==> src/rtl/nts_ip_tx_header.sv <==
// Ethernet II / IPv4 / UDP header generator for outgoing NTS responses.
// Streams six 64-bit big-endian words; the IPv4 checksum is summed one word per cycle.
`timescale 1ns/1ps
module nts_ip_tx_header #(
  parameter logic [7:0]  TTL         = 8'd64,
  parameter logic [15:0] MAX_PAYLOAD = 16'd1472
) (
  input  logic        i_clk,
  input  logic        i_areset_n,
  input  logic        i_clear,
  input  logic        i_start,
  input  logic [47:0] i_mac_dst,
  input  logic [47:0] i_mac_src,
  input  logic [31:0] i_ip_src,
  input  logic [31:0] i_ip_dst,
  input  logic [15:0] i_udp_src,
  input  logic [15:0] i_udp_dst,
  input  logic [15:0] i_payload_len,
  input  logic        i_ready,
  output logic        o_valid,
  output logic [63:0] o_data,
  output logic        o_last,
  output logic [7:0]  o_last_word_data_valid,
  output logic        o_busy,
  output logic        o_error,
  output logic [1:0]  o_dbg_state
);

  // Handshake: a word transfers on a cycle where o_valid && i_ready; while
  // i_ready is low o_data/o_last hold the same word.

  typedef enum logic [1:0] {S_IDLE, S_CSUM, S_FOLD, S_EMIT} state_t;

  state_t      state_q, state_d;
  logic [3:0]  cnt_q, cnt_d;
  logic [19:0] acc_q, acc_d;
  logic [15:0] csum_q, csum_d;
  logic [15:0] ident_q, ident_d;
  logic [47:0] mac_dst_q, mac_dst_d, mac_src_q, mac_src_d;
  logic [31:0] ip_src_q, ip_src_d, ip_dst_q, ip_dst_d;
  logic [15:0] udp_src_q, udp_src_d, udp_dst_q, udp_dst_d;
  logic [15:0] total_len_q, total_len_d, udp_len_q, udp_len_d;
  logic        error_q, error_d;

  logic [15:0] csum_word;
  logic [16:0] fold1;
  logic [15:0] fold2;
  logic [63:0] emit_word;

  // IPv4 header words in checksum order; the checksum field itself counts as zero.
  always_comb begin
    csum_word = 16'h0000;
    case (cnt_q)
      4'd0: csum_word = 16'h4500;
      4'd1: csum_word = total_len_q;
      4'd2: csum_word = ident_q;
      4'd3: csum_word = 16'h4000;
      4'd4: csum_word = {TTL, 8'h11};
      4'd5: csum_word = ip_src_q[31:16];
      4'd6: csum_word = ip_src_q[15:0];
      4'd7: csum_word = ip_dst_q[31:16];
      4'd8: csum_word = ip_dst_q[15:0];
      default: csum_word = 16'h0000;
    endcase
  end

  assign fold1 = {1'b0, acc_q[15:0]} + {13'd0, acc_q[19:16]};
  assign fold2 = fold1[15:0] + {15'd0, fold1[16]};

  always_comb begin
    emit_word = 64'd0;
    case (cnt_q)
      4'd0: emit_word = {mac_dst_q, mac_src_q[47:32]};
      4'd1: emit_word = {mac_src_q[31:0], 16'h0800, 16'h4500};
      4'd2: emit_word = {total_len_q, ident_q, 16'h4000, TTL, 8'h11};
      4'd3: emit_word = {csum_q, ip_src_q, ip_dst_q[31:16]};
      4'd4: emit_word = {ip_dst_q[15:0], udp_src_q, udp_dst_q, udp_len_q};
      default: emit_word = 64'd0;
    endcase
  end

  always_comb begin
    state_d     = state_q;
    cnt_d       = cnt_q;
    acc_d       = acc_q;
    csum_d      = csum_q;
    ident_d     = ident_q;
    mac_dst_d   = mac_dst_q;
    mac_src_d   = mac_src_q;
    ip_src_d    = ip_src_q;
    ip_dst_d    = ip_dst_q;
    udp_src_d   = udp_src_q;
    udp_dst_d   = udp_dst_q;
    total_len_d = total_len_q;
    udp_len_d   = udp_len_q;
    error_d     = 1'b0;
    case (state_q)
      S_IDLE: begin
        if (i_start) begin
          if (i_payload_len > MAX_PAYLOAD) begin
            error_d = 1'b1;
          end else begin
            mac_dst_d   = i_mac_dst;
            mac_src_d   = i_mac_src;
            ip_src_d    = i_ip_src;
            ip_dst_d    = i_ip_dst;
            udp_src_d   = i_udp_src;
            udp_dst_d   = i_udp_dst;
            total_len_d = i_payload_len + 16'd28;
            udp_len_d   = i_payload_len + 16'd8;
            acc_d       = 20'd0;
            cnt_d       = 4'd0;
            state_d     = S_CSUM;
          end
        end
      end
      S_CSUM: begin
        acc_d = acc_q + {4'd0, csum_word};
        if (cnt_q == 4'd9) begin
          cnt_d   = 4'd0;
          state_d = S_FOLD;
        end else begin
          cnt_d = cnt_q + 4'd1;
        end
      end
      S_FOLD: begin
        csum_d  = ~fold2;
        cnt_d   = 4'd0;
        state_d = S_EMIT;
      end
      S_EMIT: begin
        if (i_ready) begin
          if (cnt_q == 4'd5) begin
            ident_d = ident_q + 16'd1;
            cnt_d   = 4'd0;
            state_d = S_IDLE;
          end else begin
            cnt_d = cnt_q + 4'd1;
          end
        end
      end
      default: state_d = S_IDLE;
    endcase
    // Abort: the packet never went out, so ident stays put.
    if (i_clear) begin
      state_d = S_IDLE;
      cnt_d   = 4'd0;
      error_d = 1'b0;
      ident_d = ident_q;
    end
  end

  always_ff @(posedge i_clk or negedge i_areset_n) begin
    if (!i_areset_n) begin
      state_q     <= S_IDLE;
      cnt_q       <= 4'd0;
      acc_q       <= 20'd0;
      csum_q      <= 16'd0;
      ident_q     <= 16'd0;
      mac_dst_q   <= 48'd0;
      mac_src_q   <= 48'd0;
      ip_src_q    <= 32'd0;
      ip_dst_q    <= 32'd0;
      udp_src_q   <= 16'd0;
      udp_dst_q   <= 16'd0;
      total_len_q <= 16'd0;
      udp_len_q   <= 16'd0;
      error_q     <= 1'b0;
    end else begin
      state_q     <= state_d;
      cnt_q       <= cnt_d;
      acc_q       <= acc_d;
      csum_q      <= csum_d;
      ident_q     <= ident_d;
      mac_dst_q   <= mac_dst_d;
      mac_src_q   <= mac_src_d;
      ip_src_q    <= ip_src_d;
      ip_dst_q    <= ip_dst_d;
      udp_src_q   <= udp_src_d;
      udp_dst_q   <= udp_dst_d;
      total_len_q <= total_len_d;
      udp_len_q   <= udp_len_d;
      error_q     <= error_d;
    end
  end

  assign o_valid                = (state_q == S_EMIT);
  assign o_data                 = o_valid ? emit_word : 64'd0;
  assign o_last                 = o_valid && (cnt_q == 4'd5);
  assign o_last_word_data_valid = o_last ? 8'hC0 : 8'h00;
  assign o_busy                 = (state_q != S_IDLE);
  assign o_error                = error_q;
  assign o_dbg_state            = state_q;

endmodule
==> config.mk <==
export PLATFORM = sky130hd
export DESIGN_NAME = nts_ip_tx_header
export DESIGN_NICKNAME = d
export VERILOG_FILES = /design/src/rtl/nts_ip_tx_header.sv
export SDC_FILE = /design/constraint.sdc
export NUM_CORES = 1
export LEC_CHECK = 0
export CORE_ASPECT_RATIO = 0.9
export CORE_MARGIN = 1
export CORE_UTILIZATION = 50
export DETAILED_ROUTE_END_ITERATION = 6
export GPL_ROUTABILITY_DRIVEN = 0
export PLACE_DENSITY = 0.77
export SYNTH_ARGS = -nofsm -noshare
export SYNTH_HDL_FRONTEND = slang
export SYNTH_SLANG_ARGS = --single-unit
==> constraint.sdc <==
create_clock -name i_clk -period 5.8 [get_ports i_clk]
set_clock_uncertainty 0.15 [all_clocks]
set_input_delay 0.87 -clock i_clk [delete_from_list [all_inputs] [get_ports i_clk]]
set_output_delay 0.87 -clock i_clk [all_outputs]
set_load 0.05 [all_outputs]
==> flow_summary_export.csv <==
group,metric,value,unit
status,outcome,"finished clean",
synthesis,yosys.cell_types.count,73,
sta,fmax,0.225,GHz
critical_path,startpoint,"cnt_q[2]",
placement,dpl.hpwl,32300,um
routing,wl_per_cell,23.3,um
clock_tree,post-cts-setup-buffer-count,0,
global_route,grt-busiest-layer,"met2",
global_route,overflow,0,
routing,ant_nets,0,
final_layout,drive_above_1_share,0.174,
clock_tree,path_clk_slew,0.06,ns
critical_path,reg2reg_to,"acc_q[15]",
final_layout,fin_util,0.662,
sta,worst_pin_slew,1.25,ns
clock_tree,cts_tree,"yes",
global_route,gr-usage-met3,0.0738,
final_layout,stdcell_count,1942,
sta,period_minus_slack,4.45,ns
critical_path,endpoint_kind,"output pin",
synthesis,ys_seq_area_frac,0.485,
routing,drt_iter0_drc,1132,
global_route,groute.usage.overall,0.305,
routing,drcViolationCount,0,
floorplanning,io_pins,291,
clock_tree,clk_latency,0.56,ns
critical_path,critPathLaunchType,"register",
global_route,grt_max_degree,124,
sta,drv_slew,0,
clock_tree,cts_buffer_depth,3,
floorplanning,die_y,164,um
routing,viasPerCell,6.18,
synthesis,synth_top_family_by_area,"compound AO/OA/AOI/OAI gates",
global_route,antenna_found_initial,0,
clock_tree,h-tree-depth,1,
routing,wirelength,45200,um
clock_tree,cts_root_buf,"clkbuf_16",
clock_tree,clock_sinks,281,
floorplanning,die_w,182,um
synthesis,ys_ff_latch,281,
synthesis,syn_inst,1310,
placement,dp_cells,1887,
power_and_ir_drop,vdd_drop_max,0.252,mV
floorplanning,die_area,29700,um2
power_and_ir_drop,p_leak,8.10,nW
floorplanning,initial_core_util,0.514,
final_layout,nets,1807,
critical_path,arrival,3.43,ns
floorplanning,num_rows,58,
synthesis,synth_edf_count,0,
sta,hold_viol_final,0,
sta,setup_tns,0,ns
critical_path,rr_worst_depth,11,
synthesis,async_flop_share,1.00,
job,max-cap-violations,0,
global_route,grt_pass1_vias,12000,
critical_path,reg2reg_setup_slack,1.38,ns
synthesis,yosys.area_share.simple,0.0886,
global_route,grt_pass1_wl,69500,um
final_layout,fillers,2153,
sta,setup_viol,0,
synthesis,synth_warnings,0,
critical_path,r2r_start,"cnt_q[2]",
critical_path,path_max_fanout,15,
power_and_ir_drop,p_total,6.68,mW
global_route,gr-usage-met2,0.480,
synthesis,ys.flop_type,"dfrtp_1",
critical_path,crit_path_top_delay_cell,"nor4bb_4",
synthesis,syn_area,14500,um2
final_layout,final_common_cell,"clkdlybuf4s50_1",
sta,fin_crit_sh,0.768,
synthesis,syn_avg_cell_area,11.1,um2
critical_path,path_cells,"nor4bb_4 -> nand2_1 -> inv_1 -> clkdlybuf4s50_1",
routing,dr.pass1.iters,6,
clock_tree,cts_buffers,30,
synthesis,yosys.area_share.adder,0.0312,
power_and_ir_drop,power.density,357,nW/um2
floorplanning,core,28200,um2
placement,io_buffers,284,
clock_tree,post_cts_resized,0,
critical_path,slowest_delay,0.99,ns
synthesis,synthMuxAreaShare,0.157,
synthesis,synth_compound_area_frac,0.163,
final_layout,area_growth,28.9,%
critical_path,critPathKind,"reg2out",
final_layout,layout_common_cells,"clkdlybuf4s50_1 (283), dfrtp_1 (281), mux2_2 (185)",
sta,slew_headroom,0.158,
min_path,hold_class,"in2async",
routing,via_count,12000,
global_route,grtUsageMet1,0.421,
critical_path,required,4.78,ns
final_layout,diodes,0,
synthesis,synth_xor_xnor_area_share,0.0398,
sta,rsz0062_at_grt,"no",
clock_tree,cts_hold_buffers,0,
## synth_stat cells (3+ instances only)
master    number  share of area
buf_1          5         0.0013
and4_1         4         0.0024
xnor2_1       40          0.024
clkbuf_1      58          0.015
nor4b_1        3         0.0018
xor2_1        26          0.016
buf_4         13         0.0067
nand2_1      106          0.027
nor3_1        16         0.0055
and3_1         9         0.0039
o31ai_1        6         0.0031
nor2_1        42          0.011
nand3_1       42          0.014
mux2_1        15          0.012
o211ai_1       4         0.0021
o21a_1         4         0.0021
a22oi_1      119          0.062
nor4_1         4         0.0017
a21oi_1       80          0.028
dfrtp_1      281           0.48
o21ai_0       39          0.013
ha_1          33          0.028
mux2i_1        3         0.0021
a31oi_1       20         0.0086
a222oi_1      19          0.013
nand4_1        4         0.0017
buf_2         13         0.0045
or3_1          3         0.0013
a21o_1         8         0.0041
nand2b_1       5         0.0022
inv_1         22         0.0057
and2_1        12         0.0052
nor2b_1        5         0.0022
a21boi_0       3         0.0016
mux2_2       185           0.14
a22o_1         8         0.0048
a211oi_1       4         0.0021
## power breakdown
group	internal, mW	total (mW)	leakage [nW]	switching (mW)
clock network	1.25	2.06	0.527	0.809
registers	2.41	2.86	3.72	0.447
logic	0.802	1.77	3.85	0.969
## metal layers
metal / wire length [um] / vias to the layer above
met5: 0 / -
met1: 19000 / 5972
met4: 1190 / 0
met3: 4360 / 82
li1: - / 5330
met2: 20600 / 627
## worst max path at each step
| stage | end | depth (start not counted) |
|---|---|---|
| final | o_last | 4 |
| after global placement | ip_dst_q[28] | 10 |
| after detailed placement | ip_dst_q[26] | 10 |
| after CTS | o_last | 4 |
| after floorplan | acc_q[15] | 15 |
| after global routing | o_last | 4 |
## layout make-up
cell class              count  area, um2  share of cell area
multi-input cells         920       7040               0.376
flip-flops and latches    281       7030               0.376
repair buffers            304       3040               0.162
clock buffers              40        850              0.0454
well taps                 360        450              0.0241
clock inverters            15        208              0.0111
inverters                  22       82.6             0.00442
## state kept, by name (all words and copies together), names as in the netlist
signal	count
mac_dst_q	48
mac_src_q	48
ip_dst_q	32
ip_src_q	32
acc_q	20
csum_q	16
ident_q	16
total_len_q	16
udp_dst_q	16
udp_src_q	16
udp_len_q	14
cnt_q	4
o_dbg_state	2
o_error	1
## cells by family (layout without fill, tap and decap cells)
logic type / count (synthesis) / count (layout)
other cells: 1 / 6
fa+ha+maj: 35 / 35
mux: 203 / 203
flops: 281 / 281
simple gates: 267 / 267
compound gates: 343 / 343
xor+xnor: 66 / 66
buf+inv: 114 / 381
## metrics by stage
stage	area [um2]	setup slack, ns	hold slack, ns
after floorplan	14500	1.91	0.300
after global placement	17600	1.43	0.315
after detailed placement	17600	1.34	0.325
after CTS	18700	1.38	0.297
after global routing	18700	1.20	0.333
final	18700	1.35	0.218
## critical path: cells and delay by family, from the launching register on
family | cells | cell delay (ns)
buffers and inverters | 2 | 1.01
flip-flops | 1 | 0.64
AND/OR/NAND/NOR | 2 | 1.22
No activity file was read; power rests on OpenSTA's default activity.
==> patch: new RTL, same settings <==
`mac_src_q` no longer has a reset.
--- a/src/rtl/nts_ip_tx_header.sv
+++ b/src/rtl/nts_ip_tx_header.sv
@@ -159,5 +159,4 @@
       ident_q     <= 16'd0;
       mac_dst_q   <= 48'd0;
-      mac_src_q   <= 48'd0;
       ip_src_q    <= 32'd0;
       ip_dst_q    <= 32'd0;
@@ -174,5 +173,4 @@
       ident_q     <= ident_d;
       mac_dst_q   <= mac_dst_d;
-      mac_src_q   <= mac_src_d;
       ip_src_q    <= ip_src_d;
       ip_dst_q    <= ip_dst_d;
@@ -183,4 +181,8 @@
       error_q     <= error_d;
     end
+  end
+
+  always_ff @(posedge i_clk) begin
+    mac_src_q <= mac_src_d;
   end
 
Function: same outputs for any inputs over 4 cycles, from zero or initial values and one cycle with i_areset_n low; that may be too few to reach the edited logic, so the function may still have changed.
==> patch against the original RTL <==
- first-iteration DRC count rose by 58%
- via count rose by 11%
- non-clock buffer count rose by 6
- setup slack got worse by 0.35 ns
- synthesized area fell by 1.5%
- final area fell by 1.7%
- hold slack got worse by 0.13 ns
- sequential cell count did not move
- routed wire length rose by 4.3%
- critical endpoint is now o_data[61]
- total power fell by 10%
- combinational power fell by 23%
==> patch: results <==
set metrics [dict create \
    status "finished clean" \
    synth_edf_count 48 \
    synth_cell_types 70 \
    crit_family "buffers and inverters" \
    syn_avg_cell_area_um2 8.99 \
    wl_met1_um 19100 \
    via_count 13400 \
    wl_met3_um 5420 \
    synth_common_cells "nand2_1, dfrtp_1, a22oi_1" \
    internal_power_mw 4.03 \
    place_area_mm2 0.0174 \
    worstPathMaxFanout 19 \
    whs_ns 0.0911 \
    crit_path_top_delay_cell "clkdlybuf4s50_1" \
    power_leakage_nw 8.12 \
    synthXorXnorAreaFrac 0.0374 \
    timing.rr.start "cnt_q[0]" \
    seq_power_share 0.457 \
    cp.arrival_ns 3.79 \
    drt_iter0_drc 1792 \
    reg2reg_slack_ns 1.21 \
    slew_headroom 0.132 \
    grt_util_met2 0.496 \
    antenna_found_initial 1 \
    yosysSeqAreaShare 0.509 \
    use_met1 0.451 \
    rr_worst_depth 14 \
    synth_adder_area_share 0.0317 \
    grt_start_max_net_pins 113 \
    wl_um 47100 \
    peakVddDrop_mv 0.222 \
    place_inst 2157 \
    synth-compound-area-share 0.169 \
    synth_mux_area_frac 0.00455 \
    timing.rr.end "acc_q[19]" \
    hpwl_um 33200 \
    switching_share 0.326 \
    grt_pass1_wl_um 73100 \
    routedWlPerCell_um 21.3 \
]
-- patch: changes by cell type after synthesis, sizes merged, moves of 10 or more --
cell and delta:
nand2 +437, mux2 -196, dfrtp -48, edfxtp +48
nor2 +12, and2 -10
-- patch: area by class of cell --
type	instances	area, µm²
tap	360	450
sequential	281	7270
clock inverter	13	115
clock buffer	40	827
fill	2234	9640
multi-input combinational	1185	6560
timing repair buffer	310	3070
inverter	21	86.3
-- patch: worst max-delay path by stage --
stage                     slack [ns]  cells after the start              from         end
final                           0.99                      7          cnt_q[0]  o_data[61]
after global routing            0.89                      7          cnt_q[0]  o_data[61]
after CTS                       1.06                      6          cnt_q[1]  o_data[22]
after detailed placement        1.35                     11  i_payload_len[3]   acc_q[19]
after global placement          1.46                     11  i_payload_len[3]   acc_q[17]
after floorplan                 1.87                      6    o_dbg_state[1]  o_data[61]
